`config.mk`:
```
export PLATFORM = sky130hd
export DESIGN_NAME = binary_mul_acc
export DESIGN_NICKNAME = d
export VERILOG_FILES = /design/src/rtl/binary_mul_pkg.sv /design/src/rtl/binary_mul_acc_sat.sv /design/src/rtl/binary_mul_acc.sv
export SDC_FILE = /design/constraint.sdc
export NUM_CORES = 1
export LEC_CHECK = 0
export CORE_MARGIN = 8
export CORE_UTILIZATION = 55
export CTS_CLUSTER_SIZE = 8
export DETAILED_ROUTE_END_ITERATION = 7
export GPL_ROUTABILITY_DRIVEN = 1
export PLACE_DENSITY = 0.9
export SYNTH_ARGS = -nofsm -noshare
export SYNTH_HDL_FRONTEND = slang
export SYNTH_HIERARCHICAL = 1
export SYNTH_SLANG_ARGS = --single-unit
```
`constraint.sdc`:
```
create_clock -name clk -period 5.3 [get_ports clk]
set_input_delay 0.53 -clock clk [delete_from_list [all_inputs] [get_ports clk]]
set_output_delay 0.53 -clock clk [all_outputs]
set_load 0.005 [all_outputs]
```
`src/rtl/binary_mul_pkg.sv`:
```
// Shared types and constants for the signed multiplier / accumulator slice.
package binary_mul_pkg;

  localparam int unsigned PROD_W      = 15;
  localparam int unsigned ACC_LEN_DEF = 8;

  typedef enum logic [0:0] {
    ACCUM = 1'b0,
    HOLD  = 1'b1
  } acc_state_e;

  // Clamp a signed value into the signed range representable in 'width' bits.
  function automatic logic signed [31:0] sat_clip(input logic signed [31:0] value,
                                                  input int unsigned        width);
    logic signed [31:0] hi;
    logic signed [31:0] lo;
    logic signed [31:0] res;
    hi  = (32'sd1 <<< (width - 1)) - 32'sd1;
    lo  = -(32'sd1 <<< (width - 1));
    res = value;
    if (value > hi) res = hi;
    if (value < lo) res = lo;
    return res;
  endfunction

endpackage

```
`src/rtl/binary_mul_acc_sat.sv`:
```
// Combinational clamp of the group total from ACC_W to OUT_W with a clip flag.
// Only present when BINARY_MUL_ACC_SAT_EN is defined.
`ifdef BINARY_MUL_ACC_SAT_EN
module binary_mul_acc_sat
  import binary_mul_pkg::*;
#(
  parameter int unsigned ACC_W = 18,
  parameter int unsigned OUT_W = 16
) (
  input  logic signed [ACC_W-1:0] acc_i,
  output logic signed [OUT_W-1:0] sum_o,
  output logic                    sat_o
);

  logic signed [31:0] wide;
  logic signed [31:0] clip;

  always_comb begin
    wide  = 32'(acc_i);
    clip  = sat_clip(wide, OUT_W);
    sum_o = OUT_W'(clip);
    sat_o = (clip != wide);
  end

endmodule
`endif

```
`src/rtl/binary_mul_acc.sv`:
```
// Accumulates groups of ACC_LEN signed products and hands each total out on valid/ready.
// Optional output saturation to OUT_W bits is enabled by BINARY_MUL_ACC_SAT_EN.
module binary_mul_acc
  import binary_mul_pkg::*;
#(
  parameter int unsigned ACC_LEN = ACC_LEN_DEF,
  parameter int unsigned ACC_W   = PROD_W + $clog2(ACC_LEN)
`ifdef BINARY_MUL_ACC_SAT_EN
  ,
  parameter int unsigned OUT_W   = 16
`endif
) (
  input  logic                     clk,
  input  logic                     rst_n,
  input  logic                     clr,
  input  logic                     in_vld,
  output logic                     in_rdy,
  input  logic signed [PROD_W-1:0] in_prod,
  output logic                     out_vld,
  input  logic                     out_rdy,
  output logic [7:0]               out_cnt,
`ifdef BINARY_MUL_ACC_SAT_EN
  output logic                     out_sat,
  output logic signed [OUT_W-1:0]  out_sum
`else
  output logic signed [ACC_W-1:0]  out_sum
`endif
);

`ifdef BINARY_MUL_ACC_SAT_EN
  localparam int unsigned SUM_W = OUT_W;
`else
  localparam int unsigned SUM_W = ACC_W;
`endif

  acc_state_e              state_q, state_d;
  logic signed [ACC_W-1:0] acc_q, acc_d;
  logic [7:0]              cnt_q, cnt_d;
  logic signed [SUM_W-1:0] sum_q, sum_d;
  logic                    vld_q, vld_d;
  logic signed [ACC_W-1:0] acc_nxt;
  logic signed [SUM_W-1:0] res_sum;
  logic                    last_c;

  assign acc_nxt = acc_q + ACC_W'(in_prod);
  assign last_c  = (cnt_q == 8'(ACC_LEN - 1));

`ifdef BINARY_MUL_ACC_SAT_EN
  logic sat_q, sat_d;
  logic res_sat;

  binary_mul_acc_sat #(
    .ACC_W (ACC_W),
    .OUT_W (OUT_W)
  ) u_sat (
    .acc_i (acc_nxt),
    .sum_o (res_sum),
    .sat_o (res_sat)
  );

  assign out_sat = sat_q;
`else
  assign res_sum = acc_nxt;
`endif

  // State register and datapath registers
  always_ff @(posedge clk or negedge rst_n) begin
    if (!rst_n) begin
      state_q <= ACCUM;
      acc_q   <= '0;
      cnt_q   <= '0;
      sum_q   <= '0;
      vld_q   <= 1'b0;
`ifdef BINARY_MUL_ACC_SAT_EN
      sat_q   <= 1'b0;
`endif
    end else begin
      state_q <= state_d;
      acc_q   <= acc_d;
      cnt_q   <= cnt_d;
      sum_q   <= sum_d;
      vld_q   <= vld_d;
`ifdef BINARY_MUL_ACC_SAT_EN
      sat_q   <= sat_d;
`endif
    end
  end

  // Next-state logic; clr overrides both states and drops any same-cycle product
  always_comb begin
    state_d = state_q;
    acc_d   = acc_q;
    cnt_d   = cnt_q;
    sum_d   = sum_q;
    vld_d   = vld_q;
`ifdef BINARY_MUL_ACC_SAT_EN
    sat_d   = sat_q;
`endif
    if (clr) begin
      state_d = ACCUM;
      acc_d   = '0;
      cnt_d   = '0;
      vld_d   = 1'b0;
`ifdef BINARY_MUL_ACC_SAT_EN
      sat_d   = 1'b0;
`endif
    end else begin
      case (state_q)
        ACCUM: begin
          if (in_vld) begin
            if (last_c) begin
              sum_d   = res_sum;
              acc_d   = '0;
              cnt_d   = '0;
              vld_d   = 1'b1;
              state_d = HOLD;
`ifdef BINARY_MUL_ACC_SAT_EN
              sat_d   = res_sat;
`endif
            end else begin
              acc_d = acc_nxt;
              cnt_d = cnt_q + 8'd1;
            end
          end
        end
        HOLD: begin
          if (out_rdy) begin
            state_d = ACCUM;
            vld_d   = 1'b0;
`ifdef BINARY_MUL_ACC_SAT_EN
            sat_d   = 1'b0;
`endif
          end
        end
        default: state_d = ACCUM;
      endcase
    end
  end

  assign in_rdy  = (state_q == ACCUM);
  assign out_vld = vld_q;
  assign out_cnt = cnt_q;
  assign out_sum = sum_q;

endmodule

```
==> flow_summary.toml, run 1 <==
[clock_network]
cts_resized = 0
cts_tree = "built"
clockBufferDepth = 2
clk_pin_slew_worst_paths_ns = 0.08
clock_latency_ns = 0.30
cts_hold_buf = 0
numCtsBuffers = 5
cts_num_sinks = 46
htreeDepth = 2
postCtsSetupBuffers = 0
clockRootBuffer = "clkbuf_8"

[critical_path]
critPathKind = "in -> reg"
startpoint_type = "input pin"
arrival_ns = 3.11
worstPathMaxFanout = 3
cp-end-kind = "register"
cp_data_required_time_ns = 5.49

[yosys]
synth_top_family_by_area = "compound AO/OA/AOI/OAI gates"
syn_area_per_cell_sq_um = 10.8
syn_nets = 274
yosys_warnings = 6
synth_adder_area_share_pct = 9.62
ys_seq_elements = 46
synth_xor_area_share_pct = 7.76
synth-edff-count = 0
synth-compound-area-share_pct = 18.9
yosys_most_used_dff = "dfrtp_1"
ys_seq_area_share_pct = 45.2
syn_inst = 235
yosys.area_share.simple_pct = 10.5
synthArstFlopShare_pct = 100
synth.distinct_cells = 37
netlist_area_sq_um = 2550
synth_mux_area_share_pct = 6.63

[sta]
worst_slack_ns = 2.38
tns_ns = 0
hold_slack_ns = 0.396
worst_pin_slew_ns = 1.01
rsz0062_at_grt = "no"
period_minus_slack_ns = 2.92
maxSlewHeadroom_pct = 32.6
max_freq_mhz = 343
finalCritPeriodShare_pct = 55.0
finClkSkew_ns = 0.00871
maxSlewViolCount = 0
setup_violations = 0
hold_viol = 0

[die]
die_h_um = 84.1
row_count = 24
die_x_um = 84.1
ios = 48
dieArea_sq_um = 7070
start_util_pct = 57.7
core_area_sq_um = 4410

[place]
io_buffers = 47
dp_hpwl_um = 4060
routabilityCongestion = 0.853
place_ws_ns = 2.09

[grt]
antenna_found_initial = 0
grt_max_degree = 47
gr-total-overflow = 0
track_usage_pct = 16.1
grt_first_pass_wirelength_um = 9560
grt_pass1_vias = 2130

[flow_run]
cap_violations = 0

[routing]
num_vias = 1992
drt_wl_total_um = 5550
wire_per_inst_um = 16.5
route.detailed.drc = 0
ant_nets = 0
first_iter_violations = 88
drt_pass1_iterations = 4
viasPerCell = 5.91

[finish]
drive_gt1_share_pct = 10.9
insertedDiodeCount = 0
utilization_pct = 71.5
syn_to_final_growth_pct = 23.9
fin_nets = 323

[status]
status = "finished clean"

[pwr]
p_leak_uw = 0.00150
ir_drop_mv = 0.179
powerDensity_nw_per_um2 = 271
total_power_uw = 857

[min_path]
hold_class = "in -> async"
[placed cells by master (no fill, tap or decap), drive strengths merged, types with 2 or more instances in the layout]
cell type      netlist  layout
dfrtp               46      46
clkdlybuf4s50        0      46
nand2               21      21
ha                  18      18
a21oi               18      18
a22o                16      16
mux2                15      15
o21ai               14      14
nor2                12      12
xor2                11      11
xnor2                9       9
a21o                 7       7
clkbuf               5       7
nand3                5       5
inv                  4       4
a31oi                4       4
o41ai                4       4
o21bai               3       3
nand4                3       3
nor3                 3       3
nor2b                2       2
and2                 2       2
buf                  1       2
[per-stage QoR]
stage               area (sq um)  cells
global route                3160    337
CTS                         3160    337
floorplan                   2550    235
finish                      3160    337
global placement            3070    329
detailed placement          3070    329
[synth_stat cells (all sizes together), types with 5 or more instances]
cell     n  area (sq um)
nand3    5          25.0
xnor2    9          78.8
nor2    12          45.0
ha      18           225
dfrtp   46          1150
clkbuf   5          18.8
xor2    11          96.3
mux2    15           169
a21o     7          52.6
nand2   21          78.8
o21ai   14          70.1
a21oi   18          93.8
a22o    16           141
[registers in the layout, summed over array words and instances, names as in the netlist]
signal	count
out_sum	18
acc_q	18
out_cnt	8
state_q	1
out_vld	1
[cells by family after synthesis]
family,Yosys count
xor+xnor,21
fa+ha+maj,19
compound gates,70
buf+inv,10
mux,15
simple gates,54
flops,46
[power breakdown]
part | total, uW | internal, uW | switching (uW)
clock | 221 | 105 | 116
combinational | 246 | 113 | 134
sequential | 390 | 374 | 15.5
total | 857 | 592 | 265
[routing by layer]
metal	vias to the layer above	part of all wire, %	routed length (um)	global-route usage, %
met4	0	1.6	89	4.87
met5	-	0	0	0
met2	68	45	2520	26.3
met3	9	7.1	393	5.66
li1	967	-	-	-
met1	948	46	2550	19.3
[path summary, 6_finish.rpt]
| kind | end | slack, ns | start | cells after the start |
|---|---|---|---|---|
| max | out_sum[16] | 2.38 | in_prod[0] | 11 |
| min | out_vld | 0.40 | rst_n | 1 |
| max reg2reg | out_sum[3] | 2.47 | out_cnt[0] | 5 |
| min reg2reg | out_sum[7] | 0.48 | out_sum[7] | 2 |
| max in group asynchronous | out_sum[11] | 4.27 | rst_n | 1 |
| min in group clk | out_sum[7] | 0.48 | out_sum[7] | 2 |
[worst max-delay path: stages]
cell	delay (ns)
clkdlybuf4s50_1	0.41
ha_1	0.23
fa_1	0.41
a21oi_1	0.19
o21ai_0	0.11
a21o_1	0.23
a31oi_1	0.31
o21ai_0	0.15
a21oi_1	0.19
xnor2_1	0.10
mux2_2	0.26
[final cells by class]
type,count,area [sq um]
multi-input combinational,179,1360
fill,328,1260
sequential,46,1150
timing repair buffer,48,473
clock buffer,7,86.3
tap,52,65.1
inverter,4,15.0
clock inverter,1,5.00
No activity file was read; power rests on OpenSTA's default activity.
==> inputs of run 2 (changes only) <==
CORE_UTILIZATION = 47   (was 55)
PLACE_DENSITY = 0.82   (was 0.9)
clock period = 2.4 ns   (was 5.3 ns; I/O delays follow)
==> run 2 against run 1 <==
The run now ends with negative setup slack left. Hold slack worse by 0.076 ns. Register-to-register slack got worse by 2.5 ns. Via count up 9.6%. Utilization is 4.7 points lower. Routed wire length increased by 20%. Worst setup slack got worse by 2.4 ns. Count of clock-buffer cells in the layout is 2 lower. First-iteration DRC count shrank 4.5%. Sequential cell count did not move. Clock skew grew 0.0035 ns. Critical path type is now reg -> reg.
==> flow_summary.toml, run 2 (synthesis results as in run 1) <==
[place]
placed_cells = 380
io_buffers = 47
routabilityCongestion = 0.885
dp_hpwl_um = 4680

[min_path]
hold_class = "in -> async"

[finish]
fin_nets = 360
insertedDiodeCount = 0
fin_cells = 394
drive_gt1_share_pct = 26.1
fill_cells = 391
final_common_cell = "dfrtp_1"
syn_to_final_growth_pct = 40.9
final_cell_mix = "dfrtp_1, clkdlybuf4s50_1, buf_4"

[die]
dieArea_sq_um = 8040
row_count = 27
die_x_um = 89.6
ios = 48
core_area_sq_um = 5370
die_h_um = 89.6
start_util_pct = 47.4

[sta]
maxSlewViolCount = 0
hold_viol = 0
period_minus_slack_ns = 2.44
worst_slack_ns = -0.0356
worst_pin_slew_ns = 0.698
finClkSkew_ns = 0.0122
maxSlewHeadroom_pct = 53.3
max_freq_mhz = 411
tns_ns = -0.0370
setup_violations = 2
rsz0062_at_grt = "yes"
finalCritPeriodShare_pct = 101

[critical_path]
startpoint_type = "register"
cp-end-kind = "register"
rr_startpoint = "acc_q[0]"
critPathKind = "reg -> reg"
worstPathMaxFanout = 3
arrival_ns = 2.63
cp_data_required_time_ns = 2.60
critPathLaunch = "acc_q[0]"

[clock_network]
cts_tree = "built"
cts_num_sinks = 46
clockRootBuffer = "clkbuf_8"
clockBufferDepth = 2
clk_pin_slew_worst_paths_ns = 0.09
htreeDepth = 2
numCtsBuffers = 5
clock_latency_ns = 0.31

[grt]
track_usage_pct = 16.9
gr-total-overflow = 0
grt_pass1_vias = 2265
antenna_found_initial = 0
grt_first_pass_wirelength_um = 10500
grt_max_degree = 20

[routing]
drt_pass1_iterations = 4
viasPerCell = 5.54
first_iter_violations = 84
drt_wl_total_um = 6660
num_vias = 2183
ant_nets = 0
wire_per_inst_um = 16.9
route.detailed.drc = 0

[pwr]
p_leak_uw = 0.00172
powerDensity_nw_per_um2 = 612
ir_drop_mv = 0.435
total_power_uw = 2200

[status]
violations = "negative setup slack"
status = "finished, violations left"

[flow_run]
cap_violations = 0
==> run 2: cell count changes in the layout (fill, tap and decap cells not counted), moves of 2 or more <==
cell | before | now
o21ai_0 | 14 | 10
a21oi_2 | 1 | 6
ha_4 | 0 | 2
o41ai_1 | 4 | 2
buf_4 | 1 | 36
o21ai_1 | 0 | 3
o41ai_2 | 0 | 2
a21oi_1 | 17 | 12
ha_1 | 18 | 14
ha_2 | 0 | 2
==> run 2: stage by stage <==
stage	hold slack (ns)	util (%)	setup WS [ns]	area, sq um
finish	0.320	66.9	-0.0356	3590
global route	0.355	66.9	-0.119	3590
CTS	0.330	64.6	0.00778	3470
detailed placement	0.117	61.9	-0.438	3330
global placement	0.113	61.9	-0.407	3330
floorplan	-0.0556	-	0.0231	2550
==> run 2: routing by layer <==
layer	track usage, %	wire length, um	vias up	part of all wire [%]
met2	28.9	3180	61	48
met1	20.1	2940	1069	44
met3	4.37	436	10	6.5
met5	0	0	-	0
li1	-	-	1043	-
met4	5.59	106	0	1.6
==> run 2: critical path, stage by stage, from the launching register on <==
cell	delay [ns]
dfrtp_1	0.39
ha_2	0.19
fa_2	0.36
a21oi_2	0.17
o21ai_1	0.09
a21o_1	0.22
buf_6	0.14
a31oi_4	0.15
o21ai_1	0.09
a21oi_1	0.17
xnor2_1	0.09
mux2_2	0.26
==> run 2: layout make-up <==
type / count / area, sq um / area share (%)
clock buffers: 5 / 68.8 / 1.92
clock inverters: 3 / 40.0 / 1.11
repair buffers: 85 / 756 / 21.0
well taps: 72 / 90.1 / 2.51
flip-flops and latches: 46 / 1150 / 32.1
multi-input cells: 179 / 1470 / 40.9
inverters: 4 / 15.0 / 0.418
==> run 2: repair_timing <==
action,CTS,global route
setup endpoints to repair,12,14
pin swaps,5,14
hold buffers,1,0
resized for setup,5,21
setup buffers,1,4
endpoints found under the hold margin,9,0
==> run 2: power breakdown <==
| part | internal (uW) | switching, uW | total [uW] |
|---|---|---|---|
| clock network | 307 | 273 | 580 |
| registers | 826 | 37.9 | 864 |
| logic | 385 | 368 | 753 |
==> run 2: path summary, 6_finish.rpt <==
kind / to / slack, ns / depth (start not counted)
max reg2reg: out_sum[16] / -0.04 / 11
min: out_vld / 0.32 / 2
max: out_sum[16] / -0.04 / 11
min in group clk: out_sum[9] / 0.49 / 2
max in group asynchronous: acc_q[6] / 1.55 / 3
min reg2reg: out_sum[9] / 0.49 / 2
